$ cat config.mk
export PLATFORM = sky130hd
export DESIGN_NAME = univ_shift_engine
export DESIGN_NICKNAME = d
export VERILOG_FILES = /design/src/rtl/univ_shift_engine.sv
export SDC_FILE = /design/constraint.sdc
export NUM_CORES = 1
export LEC_CHECK = 0
export BUFFER_PORTS_ARGS = -buffer_cell sky130_fd_sc_hd__buf_2
export CORE_ASPECT_RATIO = 1.2
export CORE_UTILIZATION = 45
export CTS_CLUSTER_SIZE = 16
export DETAILED_ROUTE_END_ITERATION = 6
export PLACE_DENSITY_LB_ADDON = 0.3
export SLEW_MARGIN = 20
export SYNTH_ARGS = -nofsm -noshare
export SYNTH_HDL_FRONTEND = slang
export SYNTH_SLANG_ARGS = --single-unit
$ cat constraint.sdc
create_clock -name clk -period 3.3 [get_ports clk]
set_clock_uncertainty 0.05 [all_clocks]
set_input_delay 0 -clock clk [delete_from_list [all_inputs] [get_ports clk]]
set_output_delay 0 -clock clk [all_outputs]
set_load 0.01 [all_outputs]
$ cat src/rtl/univ_shift_engine.sv
// univ_shift_engine: iterative universal shift/rotate engine.
// A working register and carry flag are shifted up to STEP single-bit steps
// per clock until the requested amount has been consumed.
//
// Handshake: while idle (busy=0, done=0), a cycle with start=1 and load=0 is
// accepted on the rising edge; busy stays high for every SHIFT cycle, and done
// pulses for exactly one cycle once the result is final on data_out/carry.
// load, start, mode and shamt are ignored while busy or done.
module univ_shift_engine #(
    parameter int WIDTH = 16,
    parameter int STEP  = 1,
    parameter int SHW   = $clog2(WIDTH)
) (
    input  logic             clk,
    input  logic             rst,
    input  logic             load,
    input  logic [WIDTH-1:0] data_in,
    input  logic             cin,
    input  logic             start,
    input  logic [2:0]       mode,
    input  logic [SHW:0]     shamt,
    output logic [WIDTH-1:0] data_out,
    output logic             carry,
    output logic             busy,
    output logic             done
);

    localparam int RW = SHW + 1;

    localparam logic [1:0] S_IDLE  = 2'd0;
    localparam logic [1:0] S_SHIFT = 2'd1;
    localparam logic [1:0] S_DONE  = 2'd2;

    logic [1:0]       state;
    logic [2:0]       mode_q;
    logic [RW-1:0]    remaining;
    logic [WIDTH-1:0] shift_data;
    logic             shift_carry;
    logic [RW-1:0]    rem_next;

    // One single-bit step of the selected operation; returns {carry, data}.
    function automatic logic [WIDTH:0] step1(input logic [2:0] m,
                                             input logic [WIDTH-1:0] d,
                                             input logic c);
        logic [WIDTH:0] r;
        case (m)
            3'b000, 3'b010: r = {d[WIDTH-1], d[WIDTH-2:0], 1'b0};
            3'b001:         r = {d[0], 1'b0, d[WIDTH-1:1]};
            3'b011:         r = {d[0], d[WIDTH-1], d[WIDTH-1:1]};
            3'b100:         r = {d[WIDTH-1], d[WIDTH-2:0], d[WIDTH-1]};
            3'b101:         r = {d[0], d[0], d[WIDTH-1:1]};
            3'b110:         r = {d[WIDTH-1], d[WIDTH-2:0], c};
            default:        r = {d[0], c, d[WIDTH-1:1]};
        endcase
        return r;
    endfunction

    // Apply min(STEP, remaining) single-bit steps and compute the leftover amount.
    always_comb begin
        shift_data  = data_out;
        shift_carry = carry;
        for (int i = 0; i < STEP; i++) begin
            if (RW'(i) < remaining) begin
                {shift_carry, shift_data} = step1(mode_q, shift_data, shift_carry);
            end
        end
        rem_next = (remaining > RW'(STEP)) ? remaining - RW'(STEP) : '0;
    end

    // Control FSM plus working register, carry flag and remaining-amount counter.
    always_ff @(posedge clk or posedge rst) begin
        if (rst) begin
            state     <= S_IDLE;
            data_out  <= '0;
            carry     <= 1'b0;
            mode_q    <= 3'b000;
            remaining <= '0;
        end else begin
            case (state)
                S_IDLE: begin
                    if (load) begin
                        data_out <= data_in;
                        carry    <= cin;
                    end else if (start) begin
                        mode_q    <= mode;
                        remaining <= shamt;
                        state     <= S_SHIFT;
                    end
                end
                S_SHIFT: begin
                    data_out  <= shift_data;
                    carry     <= shift_carry;
                    remaining <= rem_next;
                    if (rem_next == '0) begin
                        state <= S_DONE;
                    end
                end
                S_DONE: begin
                    state <= S_IDLE;
                end
                default: begin
                    state <= S_IDLE;
                end
            endcase
        end
    end

    // Status flags decode straight from the state register.
    assign busy = (state == S_SHIFT);
    assign done = (state == S_DONE);

endmodule

Word level (Yosys, flattened, before mapping)
Index checks and enable logic that the tools add are counted.
{"block": "totals", "ff_bits": 27, "output_inout_bits": 19}
{"block": "op_classes", "eq_ne": 14, "n_addsub": 1, "n_reduce_logical": 10, "n_mux": 15, "order_cmp": 2, "bitwise": 1}
{"cell": "$pmux W17 S6", "count": 1}
{"cell": "$mux W16", "count": 2}
{"cell": "$pmux W16 S2", "count": 1}
{"cell": "$mux W5", "count": 3}
{"cell": "$reduce_and A3 Y1", "count": 4}
{"cell": "$pmux W5 S2", "count": 1}
{"cell": "$eq A3 B3 Y1 const B", "count": 3}
{"cell": "$ne A2 B2 Y1 const B", "count": 4}
{"cell": "$eq A3 B2 Y1 const B", "count": 2}
{"cell": "$mux W2", "count": 3}
{"cell": "$gt A5 B1 Y1 const B", "count": 1}
{"cell": "$logic_not A5 Y1", "count": 1}
{"cell": "$lt A1 B5 Y1 const A", "count": 1}
{"cell": "$sub A5 B1 Y5 const B", "count": 1}
{"cell": "$ne A2 B1 Y1 const B", "count": 2}
{"cell": "$pmux W2 S2", "count": 1}
{"cell": "$reduce_and A4 Y1", "count": 1}
{"cell": "$eq A3 B1 Y1 const B", "count": 1}
{"cell": "$logic_not A3 Y1", "count": 1}
{"cell": "$eq A2 B1 Y1 const B", "count": 1}
{"cell": "$eq A2 B2 Y1 const B", "count": 1}
{"cell": "$logic_not A2 Y1", "count": 1}
{"cell": "$mux W1", "count": 2}
{"cell": "$pmux W1 S2", "count": 1}
{"cell": "other kinds (3)", "count": 3}

Longest topological paths before layout
Gate-level depths: netlist of run 1.
{"block": "logic_depth", "depth_word": 5, "depth_mapped": 7}

Least setup slack after synthesis of run 1
Ideal clock, no wire load.
{"block": "synth_timing", "kind": "register to register", "from": "register remaining[0]", "to": "register remaining[4]", "path_buffers": 0, "setup_ns": 0.136, "arrival_time_ns": 1.257, "slack_ns": 1.857, "path_stages_with_launch": 7, "t_required_ns": 3.114, "path_cell_list": "dfrtp_1 inv_1 ha_1 nor3b_1 xor2_1 a32oi_1 a21oi_1"}
{"block": "synth_between", "elab_chain_cells": 3, "word_cells_on_any_way": 4, "classes_between": "1 x add/sub; 1 x order compare; 2 x mux"}
{"item": "start, declared", "line_no": "36", "source": "logic [RW-1:0] remaining;"}
{"item": "start signal, assigned", "line_no": "86", "source": "remaining <= shamt;"}
{"item": "start signal, assigned", "line_no": "93", "source": "remaining <= rem_next;"}
{"item": "$sub A5 B1 Y5 / $gt A5 B1 Y1 (equally long branches)", "line_no": "67", "source": "rem_next = (remaining > RW'(STEP)) ? remaining - RW'(STEP) : '0;"}
{"item": "$mux W5 (*)", "line_no": "67"}
{"item": "$pmux W5 S2 (*)", "line_no": "79", "source": "case (state)"}
Every way passes the cells marked *; elsewhere a longest branch is shown, timed or not.
A chain may end at the register's enable or synchronous reset.

Worst setup path in the final report of run 1
{"block": "layout_timing", "from": "register mode_q[0]", "to": "register data_out[5]"}
{"block": "layout_between", "elab_chain_cells": 5, "word_cells_on_any_way": 11, "classes_between": "6 x eq/ne; 3 x mux; 2 x reduce/logical"}
{"item": "start, declared", "line_no": "35", "source": "logic [2:0] mode_q;"}
{"item": "start signal, assigned", "line_no": "85", "source": "mode_q <= mode;"}
{"item": "$eq A3 B2 Y1 / $logic_not A3 Y1 (equally long branches)", "line_no": "46", "source": "case (m)"}
{"item": "$reduce_or A2 Y1", "line_no": "46"}
{"item": "$pmux W17 S6 (*)", "line_no": "46"}
{"item": "$mux W16 (*)", "line_no": "63", "source": "if (RW'(i) < remaining) begin"}
{"item": "$pmux W16 S2 (*)", "line_no": "79"}
{"item": "end signal, assigned", "line_no": "82", "source": "data_out <= data_in;"}
{"item": "end signal, assigned", "line_no": "91", "source": "data_out <= shift_data;"}
{"item": "end, declared", "line_no": "22", "source": "output logic [WIDTH-1:0] data_out,"}
Every way passes the cells marked *; elsewhere a longest branch is shown, timed or not. The select of a mux whose other input is x is not followed.

==> metrics.txt, run 1 <==
# TYPE chip_impl_metric gauge
chip_impl_metric{name="ys_ff_latch",unit=""} 27
chip_impl_metric{name="overall_die_width",unit="um"} 57.4
chip_impl_info{name="start_to_end_type_of_the_worst_setup_path",value="reg -> reg"} 1
chip_impl_info{name="worst_setup_path_end_kind",value="flop"} 1
chip_impl_metric{name="pin_count_of_the_biggest_net_entering_global_routing",unit=""} 36
chip_impl_metric{name="dp_cells",unit=""} 254
chip_impl_metric{name="worst_pin_slew",unit="ps"} 939
chip_impl_metric{name="ctsHtreeMaxLevel",unit=""} 1
chip_impl_metric{name="post_layout_nonfiller_instances",unit=""} 283
chip_impl_metric{name="die_height",unit="um"} 68.5
chip_impl_metric{name="share_comb_of_total_power",unit=""} 0.541
chip_impl_info{name="critical_path.cell_chain",value="mux2i_1, nor2_1, a21oi_1, o21ai_2"} 1
chip_impl_info{name="synth_flop_cell",value="sky130_fd_sc_hd__dfrtp_1"} 1
chip_impl_metric{name="grt_first_pass_wirelength",unit="mm"} 6.34
chip_impl_metric{name="grt_util_met3",unit=""} 0.0302
chip_impl_metric{name="cp_max_fo",unit=""} 21
chip_impl_metric{name="antenna_found_initial",unit=""} 0
chip_impl_metric{name="max_stage_delay",unit="ps"} 970
chip_impl_metric{name="finalPower",unit="mW"} 2.06
chip_impl_metric{name="clock_latency_on_the_worst_skew_pair",unit="ps"} 280
chip_impl_metric{name="nets",unit=""} 278
chip_impl_metric{name="peakVddDrop",unit="mV"} 0.463
chip_impl_metric{name="routedWlPerCell",unit="um"} 13.5
chip_impl_metric{name="timing.setup.tns",unit="ps"} 0
chip_impl_metric{name="worstPathRequired",unit="ps"} 3410
chip_impl_metric{name="yosys_warnings",unit=""} 0
chip_impl_metric{name="detail_route.vias_per_cell",unit=""} 5.35
chip_impl_info{name="synthDominantAreaCellType",value="sky130_fd_sc_hd__dfrtp_1"} 1
chip_impl_metric{name="postRouteAntennaNets",unit=""} 0
chip_impl_metric{name="static-leakage-power",unit="nW"} 1.04
chip_impl_info{name="worst_hold_check_path_type",value="in -> reg"} 1
chip_impl_info{name="violations_in_the_final_reports",value="DRC"} 1
chip_impl_metric{name="power.clock.fraction",unit=""} 0.095
chip_impl_info{name="top_usage_layer",value="met2"} 1
chip_impl_metric{name="netsw",unit="mW"} 0.962
chip_impl_metric{name="placementRows",unit=""} 23
chip_impl_info{name="worst_path_dominant_cell_family",value="flip-flops"} 1
chip_impl_metric{name="switching_share",unit=""} 0.466
chip_impl_metric{name="grt_pass1_vias",unit=""} 1437
chip_impl_metric{name="worstPathBufferInverterCount",unit=""} 0
chip_impl_info{name="cp-start-kind",value="flop"} 1
chip_impl_metric{name="fin_ws",unit="ps"} 1560
chip_impl_info{name="clk_root_buffer_cell",value="sky130_fd_sc_hd__clkbuf_8"} 1
chip_impl_metric{name="layout_worst_path_cycle_share",unit=""} 0.528
chip_impl_metric{name="intPower",unit="mW"} 1.10
chip_impl_metric{name="core_area",unit="sq um"} 3420
chip_impl_metric{name="max_cap_viol_count",unit=""} 0
chip_impl_metric{name="design.portCount",unit=""} 48
chip_impl_metric{name="report.final.setup_viol",unit=""} 0
chip_impl_metric{name="drt_wl_total",unit="mm"} 3.83
chip_impl_metric{name="drive_above_1_share",unit=""} 0.289
chip_impl_metric{name="synth-edff-count",unit=""} 0
chip_impl_info{name="rsz0062_at_grt",value="no"} 1
chip_impl_metric{name="slew_viol_final",unit=""} 0
chip_impl_metric{name="postLayoutCoreUtil",unit=""} 0.627
chip_impl_info{name="synth_top_cells_by_area",value="sky130_fd_sc_hd__dfrtp_1 41%, sky130_fd_sc_hd__mux2i_1 10%, sky130_fd_sc_hd__o21ai_2 6.9%"} 1
chip_impl_metric{name="globalRoute.totalOverflow",unit=""} 0
chip_impl_info{name="mostFrequentLayoutCell",value="sky130_fd_sc_hd__buf_2"} 1
chip_impl_metric{name="drt_first_pass_iters",unit=""} 7
chip_impl_metric{name="synth.cell_area",unit="sq um"} 1660
chip_impl_metric{name="dr.first_iter.drc_count",unit=""} 82
chip_impl_metric{name="grt.total_usage",unit=""} 0.213
chip_impl_metric{name="groute.layer.met1.usage",unit=""} 0.260
chip_impl_info{name="run_status",value="complete, but fails checks"} 1
chip_impl_metric{name="dp_worst_setup_slack",unit="ps"} 1580
chip_impl_metric{name="die_area",unit="sq um"} 3930
chip_impl_metric{name="timing.final.hold_violations",unit=""} 0
chip_impl_metric{name="fmax",unit="MHz"} 574
chip_impl_metric{name="synthToLayoutAreaGrowth",unit="%"} 29.7
chip_impl_metric{name="yosysSeqAreaShare",unit=""} 0.408
chip_impl_metric{name="grt_use_met2",unit=""} 0.375
chip_impl_info{name="tritoncts",value="built"} 1
chip_impl_metric{name="post_synth_inst_count",unit=""} 179
chip_impl_metric{name="cts_buffers",unit=""} 3
chip_impl_metric{name="initial_utilization",unit=""} 0.484
chip_impl_metric{name="synthArstFlopShare",unit=""} 1.00
chip_impl_metric{name="drc",unit=""} 1
chip_impl_metric{name="routability_congestion_estimate_from_global_placement",unit=""} 0.860
chip_impl_metric{name="cts_buffer_depth",unit=""} 2
chip_impl_metric{name="routed-via-count",unit=""} 1513
chip_impl_metric{name="powerDensity",unit="nW/um^2"} 960
chip_impl_metric{name="post-dp-hpwl",unit="mm"} 2.47
chip_impl_info{name="cp_slowest_cell",value="sky130_fd_sc_hd__dfrtp_1"} 1
chip_impl_metric{name="post_cts.resized_instances",unit=""} 0
chip_impl_metric{name="yosysTopAreaCellShare",unit=""} 0.408
chip_impl_metric{name="cts_sinks",unit=""} 27
chip_impl_metric{name="mappedNetlistNets",unit=""} 210
chip_impl_metric{name="seq_power_share",unit=""} 0.364
chip_impl_metric{name="cts.clk_slew.worst_paths",unit="ps"} 100
chip_impl_metric{name="relSlewSlack",unit=""} 0.374
chip_impl_metric{name="period_needed",unit="ps"} 1740
chip_impl_metric{name="syn_avg_cell_area",unit="sq um"} 9.25
chip_impl_metric{name="synth_cell_type_count",unit=""} 32
chip_impl_info{name="final_cell_mix",value="47 x sky130_fd_sc_hd__buf_2, 27 x sky130_fd_sc_hd__dfrtp_1, 25 x sky130_fd_sc_hd__dlygate4sd3_1"} 1
chip_impl_metric{name="antenna_cells_inserted",unit=""} 0
chip_impl_metric{name="worst_path_arrival_time",unit="ps"} 1850
chip_impl_metric{name="io_buffer_count",unit=""} 47
flip-flops by register name (all words and copies together), names as in the netlist:
| signal | count |
|---|---|
| state | 2 |
| carry | 1 |
| data_out | 16 |
| mode_q | 3 |
| remaining | 5 |
final timing paths:
kind	cells past startpoint	from	slack [ps]	end
max	4	mode_q[0]$_DFFE_PP0P_	1560	data_out[5]$_DFFE_PP0P_
min	3	shamt[3]	2	remaining[3]$_DFFE_PP0P_
max reg2reg	4	mode_q[0]$_DFFE_PP0P_	1560	data_out[5]$_DFFE_PP0P_
min reg2reg	2	data_out[6]$_DFFE_PP0P_	490	data_out[6]$_DFFE_PP0P_
max in group asynchronous	3	rst	2560	data_out[3]$_DFFE_PP0P_
min in group asynchronous	3	rst	260	remaining[3]$_DFFE_PP0P_
per-stage QoR:
step | area [sq um] | hold slack (ps)
floorplan | 1660 | 2.72
global placement | 1850 | 187
detailed placement | 1850 | 191
CTS | 2150 | 1.49
global route | 2150 | 4.20
finish | 2150 | 2.37
timing repair:
item,in CTS,in global routing
setup buffers,0,0
hold buffers,25,0
hold endpoints to repair,51,0
synthesized netlist by cell type (2+ instances only):
master                     instances
sky130_fd_sc_hd__a31oi_1           2
sky130_fd_sc_hd__nand2_1          20
sky130_fd_sc_hd__nor3_1            4
sky130_fd_sc_hd__nand2b_1          2
sky130_fd_sc_hd__a21oi_1          17
sky130_fd_sc_hd__buf_6             6
sky130_fd_sc_hd__mux2i_1          17
sky130_fd_sc_hd__a21o_1            2
sky130_fd_sc_hd__nor3b_1           2
sky130_fd_sc_hd__o21ai_0           9
sky130_fd_sc_hd__dfrtp_1          27
sky130_fd_sc_hd__ha_1              2
sky130_fd_sc_hd__o21ai_2          13
sky130_fd_sc_hd__buf_2             3
sky130_fd_sc_hd__nor2_1           24
sky130_fd_sc_hd__o22ai_1           3
sky130_fd_sc_hd__o21a_1            2
sky130_fd_sc_hd__mux2_2            3
sky130_fd_sc_hd__o31ai_1           2
sky130_fd_sc_hd__inv_1             7
cells by family (layout without fill, tap and decap cells):
| logic type | after synthesis | in the layout | share of synthesized area |
|---|---|---|---|
| adders and majority gates | 2 | 2 | 0.0151 |
| DFF | 27 | 27 | 0.408 |
| AOI/OAI and AO/OA | 56 | 56 | 0.229 |
| muxes | 20 | 20 | 0.123 |
| xor gates and xnor gates | 2 | 2 | 0.0106 |
| buffers and inverters | 18 | 85 | 0.0763 |
| and+or+nand+nor | 54 | 54 | 0.138 |
power groups by stage:
| stage | clock network [mW] | registers, mW | logic [mW] |
|---|---|---|---|
| floorplan | 0 | 0.696 | 0.950 |
| global placement | 0 | 0.750 | 1.08 |
| detailed placement | 0 | 0.753 | 1.09 |
| CTS | 0.201 | 0.746 | 1.12 |
| global route | 0.216 | 0.780 | 1.27 |
| finish | 0.196 | 0.750 | 1.12 |
metal layers:
layer / vias up / share of wire
li1: 763 / -
met1: 701 / 0.44
met5: - / 0
met3: 5 / 0.035
met2: 44 / 0.52
met4: 0 / 0.013
area by class of cell:
cell class                 instances  area, sq um
fill                             302         1280
sequential                        27          676
timing repair buffer              73          493
clock buffer                       3         41.3
tap                               37         46.3
inverter                           8         30.0
multi-input combinational        134          855
clock inverter                     1         7.51
worst min-delay path, cell delays in order:
cell	delay, ps
sky130_fd_sc_hd__buf_2	80
sky130_fd_sc_hd__nor2_1	50
sky130_fd_sc_hd__o31ai_1	170
No activity file was read; power rests on OpenSTA's default activity.
==> run 2, diff against run 1 <==
Clock period 3.3 ns to 1.8 ns, I/O delays scaled along.
==> metrics.txt, run 2 (synthesized netlist as in run 1, its figures left out) <==
# TYPE chip_impl_metric gauge
chip_impl_metric{name="timing.setup.tns",unit="ps"} 0
chip_impl_info{name="hold_path.startpoint",value="shamt[2]"} 1
chip_impl_metric{name="io_buffer_count",unit=""} 47
chip_impl_metric{name="detail_route.vias_per_cell",unit=""} 5.28
chip_impl_metric{name="peakVddDrop",unit="mV"} 0.843
chip_impl_metric{name="fmax",unit="MHz"} 598
chip_impl_metric{name="worst_hold_path.num_cells",unit=""} 3
chip_impl_info{name="run_status",value="complete, but fails checks"} 1
chip_impl_metric{name="layout_worst_path_cycle_share",unit=""} 0.930
chip_impl_info{name="regMostFlops",value="data_out"} 1
chip_impl_info{name="reg_top3",value="data_out: 16 flops, remaining: 5 flops, mode_q: 3 flops"} 1
chip_impl_info{name="r2r-end",value="data_out[8]$_DFFE_PP0P_"} 1
chip_impl_metric{name="worst_path_arrival_time",unit="ps"} 1830
chip_impl_metric{name="finalPower",unit="mW"} 3.92
chip_impl_metric{name="largest_register_ff_count",unit=""} 16
chip_impl_metric{name="clock_latency_on_the_worst_skew_pair",unit="ps"} 270
chip_impl_metric{name="placementRows",unit=""} 23
chip_impl_metric{name="cts_buffer_depth",unit=""} 2
chip_impl_metric{name="antenna_cells_inserted",unit=""} 0
chip_impl_metric{name="timing.final.hold_violations",unit=""} 0
chip_impl_info{name="worst_hold_check_path_type",value="in -> reg"} 1
chip_impl_metric{name="overall_die_width",unit="um"} 57.4
chip_impl_metric{name="multiInputGateArea",unit="sq um"} 855
chip_impl_info{name="tritoncts",value="built"} 1
chip_impl_metric{name="design.portCount",unit=""} 48
chip_impl_metric{name="pin_count_of_the_biggest_net_entering_global_routing",unit=""} 35
chip_impl_metric{name="slew_viol_final",unit=""} 0
chip_impl_metric{name="grt_first_pass_wirelength",unit="mm"} 6.56
chip_impl_metric{name="max_stage_delay",unit="ps"} 470
chip_impl_info{name="rsz0062_at_grt",value="no"} 1
chip_impl_metric{name="die_area",unit="sq um"} 3930
chip_impl_metric{name="timing.reg2reg.worst_path_depth",unit=""} 5
chip_impl_metric{name="fill_cell_instance_count_of_the_final_layout",unit=""} 280
chip_impl_info{name="final_cell_mix",value="47 x sky130_fd_sc_hd__buf_2, 27 x sky130_fd_sc_hd__dfrtp_1, 24 x sky130_fd_sc_hd__nor2_1"} 1
chip_impl_metric{name="routed-via-count",unit=""} 1514
chip_impl_metric{name="post_cts.resized_instances",unit=""} 0
chip_impl_metric{name="routedWlPerCell",unit="um"} 13.7
chip_impl_metric{name="antenna_found_initial",unit=""} 0
chip_impl_metric{name="static-leakage-power",unit="nW"} 1.07
chip_impl_metric{name="dr_wl_met2",unit="mm"} 2.07
chip_impl_info{name="top_signal_layer_used",value="met4"} 1
chip_impl_metric{name="drive_above_1_share",unit=""} 0.300
chip_impl_metric{name="cp_max_fo",unit=""} 17
chip_impl_info{name="clk_root_buffer_cell",value="sky130_fd_sc_hd__clkbuf_8"} 1
chip_impl_metric{name="r2r_slack",unit="ps"} 130
chip_impl_metric{name="ctsHtreeMaxLevel",unit=""} 1
chip_impl_metric{name="post-dp-hpwl",unit="mm"} 2.58
chip_impl_metric{name="die_height",unit="um"} 68.5
chip_impl_metric{name="cts_buffers",unit=""} 3
chip_impl_metric{name="worstPathRequired",unit="ps"} 1960
chip_impl_metric{name="worst_pin_slew",unit="ps"} 419
chip_impl_info{name="cp-start-kind",value="flop"} 1
chip_impl_metric{name="nets",unit=""} 282
chip_impl_metric{name="detail_route.wirelength.met1",unit="mm"} 1.66
chip_impl_metric{name="dr.first_iter.drc_count",unit=""} 123
chip_impl_metric{name="drt_wl_total",unit="mm"} 3.92
chip_impl_metric{name="grt_pass1_vias",unit=""} 1452
chip_impl_info{name="mostFrequentLayoutCell",value="sky130_fd_sc_hd__buf_2"} 1
chip_impl_metric{name="initial_utilization",unit=""} 0.484
chip_impl_metric{name="cts.clk_slew.worst_paths",unit="ps"} 90
chip_impl_info{name="holdPathEnd",value="remaining[2]$_DFFE_PP0P_"} 1
chip_impl_metric{name="max_cap_viol_count",unit=""} 0
chip_impl_metric{name="globalRoute.totalOverflow",unit=""} 0
chip_impl_metric{name="relSlewSlack",unit=""} 0.718
chip_impl_info{name="start_to_end_type_of_the_worst_setup_path",value="reg -> reg"} 1
chip_impl_info{name="violations_in_the_final_reports",value="DRC"} 1
chip_impl_info{name="worst_setup_path_end_kind",value="flop"} 1
chip_impl_metric{name="routability_congestion_estimate_from_global_placement",unit=""} 0.827
chip_impl_metric{name="synthToLayoutAreaGrowth",unit="%"} 32.5
chip_impl_metric{name="cts_sinks",unit=""} 27
chip_impl_metric{name="report.final.setup_viol",unit=""} 0
chip_impl_metric{name="postRouteAntennaNets",unit=""} 0
chip_impl_info{name="reg2reg_from",value="remaining[2]$_DFFE_PP0P_"} 1
chip_impl_metric{name="powerDensity",unit="nW/um^2"} 1780
chip_impl_info{name="critical_path.cell_chain",value="nor3_2, a311o_4, buf_4, nand2_1, o21ai_2"} 1
chip_impl_info{name="cp_slowest_cell",value="sky130_fd_sc_hd__dfrtp_1"} 1
chip_impl_metric{name="drc",unit=""} 1
chip_impl_metric{name="layout.area.seq",unit="sq um"} 676
chip_impl_metric{name="drt_first_pass_iters",unit=""} 6
chip_impl_metric{name="met3_wirelength",unit="um"} 149
chip_impl_metric{name="period_needed",unit="ps"} 1670
chip_impl_metric{name="core_area",unit="sq um"} 3420
chip_impl_metric{name="grt.total_usage",unit=""} 0.219
==> run 2: layer usage <==
layer / vias up / GRT usage
li1: 769 / -
met1: 700 / 0.261
met2: 40 / 0.407
met3: 5 / 0.0284
met4: 0 / 0.0732
met5: - / 0
==> run 2: cell type report <==
class,instances,area share
clock buffers,4,0.0205
inverters,8,0.0137
multi-input cells,134,0.389
flip-flops and latches,27,0.308
well taps,37,0.0211
repair buffers,77,0.247
==> run 2: repair_timing <==
item | in CTS | in global routing
setup buffers | 0 | 0
endpoints found under the hold margin | 49 | 0
hold buffers | 23 | 0
==> run 2: worst max-delay path by stage <==
stage / to / depth (start not counted) / slack, ps / from
floorplan: remaining[4]$_DFFE_PP0P_ / 6 / 360 / remaining[0]$_DFFE_PP0P_
global placement: data_out[7]$_DFFE_PP0P_ / 5 / 180 / remaining[2]$_DFFE_PP0P_
detailed placement: data_out[7]$_DFFE_PP0P_ / 5 / 160 / remaining[2]$_DFFE_PP0P_
CTS: data_out[7]$_DFFE_PP0P_ / 5 / 130 / remaining[2]$_DFFE_PP0P_
global route: data_out[8]$_DFFE_PP0P_ / 5 / 10 / remaining[2]$_DFFE_PP0P_
finish: data_out[8]$_DFFE_PP0P_ / 5 / 130 / remaining[2]$_DFFE_PP0P_
==> run 2: power by group <==
part / internal [mW] / switching, mW / leakage [nW]
clock network: 0.159 / 0.186 / 0.0228
logic: 1.06 / 1.24 / 0.716
registers: 0.916 / 0.355 / 0.329
total: 2.14 / 1.78 / 1.07
==> run 2: stage by stage <==
stage / utilization / setup WS [ps] / hold WS [ps] / std cells / instance area, sq um
6_report: 0.641 / 127 / 5.20 / 287 / 2190
5_1_grt: 0.641 / 12.8 / 32.9 / 287 / 2190
4_1_cts: 0.641 / 132 / 6.91 / 287 / 2190
3_5_place_dp: 0.560 / 156 / 32.5 / 260 / 1920
3_3_place_gp: 0.560 / 179 / 29.8 / 260 / 1920
2_1_floorplan: - / 357 / 2.72 / 179 / 1660
==> run 2: worst max-delay path: cells and delay by family, from the launching register on <==
kind,cells,cell delay (ps)
and+or+nand+nor,2,410
buffers and inverters,1,200
AOI/OAI and AO/OA,2,470
DFF,1,470
==> run 3, diff against run 2 <==
Settings changed: BUFFER_PORTS_ARGS -buffer_cell sky130_fd_sc_hd__buf_2 to -buffer_cell sky130_fd_sc_hd__clkbuf_2.
==> metrics.txt, run 3 (synthesized netlist as in run 1, its figures left out) <==
# TYPE chip_impl_metric gauge
chip_impl_info{name="reg2reg_from",value="remaining[2]$_DFFE_PP0P_"} 1
chip_impl_metric{name="worstPathRequired",unit="ps"} 1960
chip_impl_metric{name="detail_route.vias_per_cell",unit=""} 5.42
chip_impl_metric{name="ctsHoldBuffers",unit=""} 25
chip_impl_info{name="worst_path_dominant_cell_family",value="flip-flops"} 1
chip_impl_metric{name="timing.reg2reg.worst_path_depth",unit=""} 5
chip_impl_metric{name="drt_first_pass_iters",unit=""} 6
chip_impl_metric{name="routedWlPerCell",unit="um"} 14.0
chip_impl_metric{name="antenna_cells_inserted",unit=""} 0
chip_impl_metric{name="cts.repair_timing.setup_buffer_count",unit=""} 0
chip_impl_info{name="clk_root_buffer_cell",value="sky130_fd_sc_hd__clkbuf_8"} 1
chip_impl_info{name="cp-start-kind",value="flop"} 1
chip_impl_info{name="hold_path.startpoint",value="start"} 1
chip_impl_metric{name="postRouteAntennaNets",unit=""} 0
chip_impl_metric{name="largest_register_ff_count",unit=""} 16
chip_impl_metric{name="cp_max_fo",unit=""} 13
chip_impl_metric{name="worst_path_arrival_time",unit="ps"} 1850
chip_impl_metric{name="clock_latency_on_the_worst_skew_pair",unit="ps"} 270
chip_impl_metric{name="max_cap_viol_count",unit=""} 0
chip_impl_info{name="tritoncts",value="built"} 1
chip_impl_metric{name="fmax",unit="MHz"} 593
chip_impl_metric{name="r2r_slack",unit="ps"} 110
chip_impl_metric{name="nets",unit=""} 285
chip_impl_metric{name="layout_worst_path_cycle_share",unit=""} 0.937
chip_impl_metric{name="peakVddDrop",unit="mV"} 0.895
chip_impl_info{name="mostFrequentLayoutCell",value="sky130_fd_sc_hd__clkbuf_2"} 1
chip_impl_metric{name="period_needed",unit="ps"} 1690
chip_impl_info{name="violations_in_the_final_reports",value="DRC"} 1
chip_impl_metric{name="post-dp-hpwl",unit="mm"} 2.74
chip_impl_info{name="final_cell_mix",value="47 x sky130_fd_sc_hd__clkbuf_2, 27 x sky130_fd_sc_hd__dfrtp_1, 26 x sky130_fd_sc_hd__dlygate4sd3_1"} 1
chip_impl_metric{name="cts_buffers",unit=""} 3
chip_impl_metric{name="routed-via-count",unit=""} 1573
chip_impl_info{name="start_to_end_type_of_the_worst_setup_path",value="reg -> reg"} 1
chip_impl_metric{name="finalPower",unit="mW"} 3.94
chip_impl_metric{name="placementRows",unit=""} 23
chip_impl_metric{name="globalRoute.totalOverflow",unit=""} 0
chip_impl_metric{name="static-leakage-power",unit="nW"} 1.08
chip_impl_info{name="worst_hold_check_path_type",value="in -> reg"} 1
chip_impl_metric{name="report.final.setup_viol",unit=""} 0
chip_impl_metric{name="grt_pass1_vias",unit=""} 1486
chip_impl_metric{name="core_area",unit="sq um"} 3420
chip_impl_metric{name="dp_worst_setup_slack",unit="ps"} 118
chip_impl_metric{name="worstPathBufferInverterCount",unit=""} 1
chip_impl_metric{name="max_stage_delay",unit="ps"} 460
chip_impl_metric{name="synthToLayoutAreaGrowth",unit="%"} 34.5
chip_impl_info{name="run_status",value="complete, but fails checks"} 1
chip_impl_info{name="worst_setup_path_startpoint",value="remaining[2]$_DFFE_PP0P_"} 1
chip_impl_metric{name="timing.final.hold_violations",unit=""} 0
chip_impl_metric{name="slew_viol_final",unit=""} 0
chip_impl_metric{name="timing.setup.tns",unit="ps"} 0
chip_impl_metric{name="fin_ws",unit="ps"} 114
chip_impl_metric{name="worst_pin_slew",unit="ps"} 401
chip_impl_metric{name="die_area",unit="sq um"} 3930
chip_impl_metric{name="overall_die_width",unit="um"} 57.4
chip_impl_metric{name="initial_utilization",unit=""} 0.484
chip_impl_metric{name="io_buffer_count",unit=""} 47
chip_impl_info{name="cp_slowest_cell",value="sky130_fd_sc_hd__dfrtp_1"} 1
chip_impl_metric{name="design.portCount",unit=""} 48
chip_impl_metric{name="pin_count_of_the_biggest_net_entering_global_routing",unit=""} 33
chip_impl_info{name="end_of_the_critical_path",value="data_out[14]$_DFFE_PP0P_"} 1
chip_impl_info{name="r2r-end",value="data_out[14]$_DFFE_PP0P_"} 1
chip_impl_metric{name="post_cts.resized_instances",unit=""} 0
chip_impl_info{name="critical_path.cell_chain",value="nor3_2, a311o_4, buf_4, nand2_1, o21ai_2"} 1
chip_impl_info{name="rsz0062_at_grt",value="no"} 1
chip_impl_metric{name="cts.clk_slew.worst_paths",unit="ps"} 90
chip_impl_info{name="regMostFlops",value="data_out"} 1
chip_impl_metric{name="grt.total_usage",unit=""} 0.221
chip_impl_metric{name="cts_buffer_depth",unit=""} 2
chip_impl_metric{name="die_height",unit="um"} 68.5
chip_impl_metric{name="drive_above_1_share",unit=""} 0.300
chip_impl_metric{name="cp.depth",unit=""} 5
chip_impl_metric{name="relSlewSlack",unit=""} 0.730
chip_impl_metric{name="powerDensity",unit="nW/um^2"} 1770
chip_impl_metric{name="antenna_found_initial",unit=""} 0
chip_impl_metric{name="cts_sinks",unit=""} 27
chip_impl_metric{name="grt_first_pass_wirelength",unit="mm"} 6.52
chip_impl_metric{name="fill_cell_instance_count_of_the_final_layout",unit=""} 300
chip_impl_metric{name="dr.first_iter.drc_count",unit=""} 64
chip_impl_metric{name="routability_congestion_estimate_from_global_placement",unit=""} 0.831
chip_impl_metric{name="drt_wl_total",unit="mm"} 4.06
chip_impl_metric{name="drc",unit=""} 1
chip_impl_info{name="worst_setup_path_end_kind",value="flop"} 1
chip_impl_info{name="reg_top3",value="data_out: 16 flops, remaining: 5 flops, mode_q: 3 flops"} 1
chip_impl_metric{name="ctsHtreeMaxLevel",unit=""} 1
==> run 3: cell count changes in the layout (fill, tap and decap cells not counted), sizes merged <==
cell / before / now
buf: 54 / 7
clkbuf: 4 / 50
clkinvlp: 0 / 1
dlygate4sd3: 23 / 26
==> run 3: power by group <==
part           internal, mW  switching (mW)  leakage, nW  total (mW)
Clock                 0.157           0.195       0.0217       0.353
Combinational          1.06            1.24        0.732        2.31
Sequential            0.916           0.365        0.329        1.28
Total                  2.14            1.80         1.08        3.94
==> run 3: worst min path at each step <==
stage,end,slack (ps),cells after the start
floorplan,carry$_DFFE_PP0P_,3,1
detailed placement,remaining[3]$_DFFE_PP0P_,10,3
finish,remaining[4]$_DFFE_PP0P_,190,4
global route,remaining[4]$_DFFE_PP0P_,240,4
global placement,remaining[2]$_DFFE_PP0P_,20,3
CTS,remaining[0]$_DFFE_PP0P_,10,3
==> run 3: area by class of cell <==
type,count,area (sq um),area share
well taps,37,46.3,0.0208
repair buffers,80,573,0.257
clock buffers,3,41.3,0.0185
inverters,8,30.0,0.0135
multi-input cells,134,855,0.383
clock inverters,1,7.51,0.00337
flip-flops and latches,27,676,0.303
==> run 3: layer usage <==
| metal | part of all wire | vias up | track usage | routed length (um) |
|---|---|---|---|---|
| li1 | - | 773 | - | - |
| met1 | 0.41 | 745 | 0.252 | 1660 |
| met3 | 0.038 | 11 | 0.0302 | 156 |
| met5 | 0 | - | 0 | 0 |
| met2 | 0.52 | 44 | 0.401 | 2120 |
| met4 | 0.030 | 0 | 0.119 | 120 |
==> run 3: per-stage QoR <==
step | cell area, sq um | hold WS (ps) | instances | utilization
2_1_floorplan | 1660 | 2.72 | 179 | -
5_1_grt | 2230 | 243 | 290 | 0.651
6_report | 2230 | 188 | 290 | 0.651
3_5_place_dp | 1920 | 10.8 | 260 | 0.560
3_3_place_gp | 1920 | 17.2 | 260 | 0.560
4_1_cts | 2220 | 9.84 | 289 | 0.648
==> run 3: worst register-to-register path, cell delays in order (launching register included) <==
cell and delay, ps:
sky130_fd_sc_hd__dfrtp_1 460, sky130_fd_sc_hd__nor3_2 340, sky130_fd_sc_hd__a311o_4 410, sky130_fd_sc_hd__buf_4 220, sky130_fd_sc_hd__nand2_1 80, sky130_fd_sc_hd__o21ai_2 50
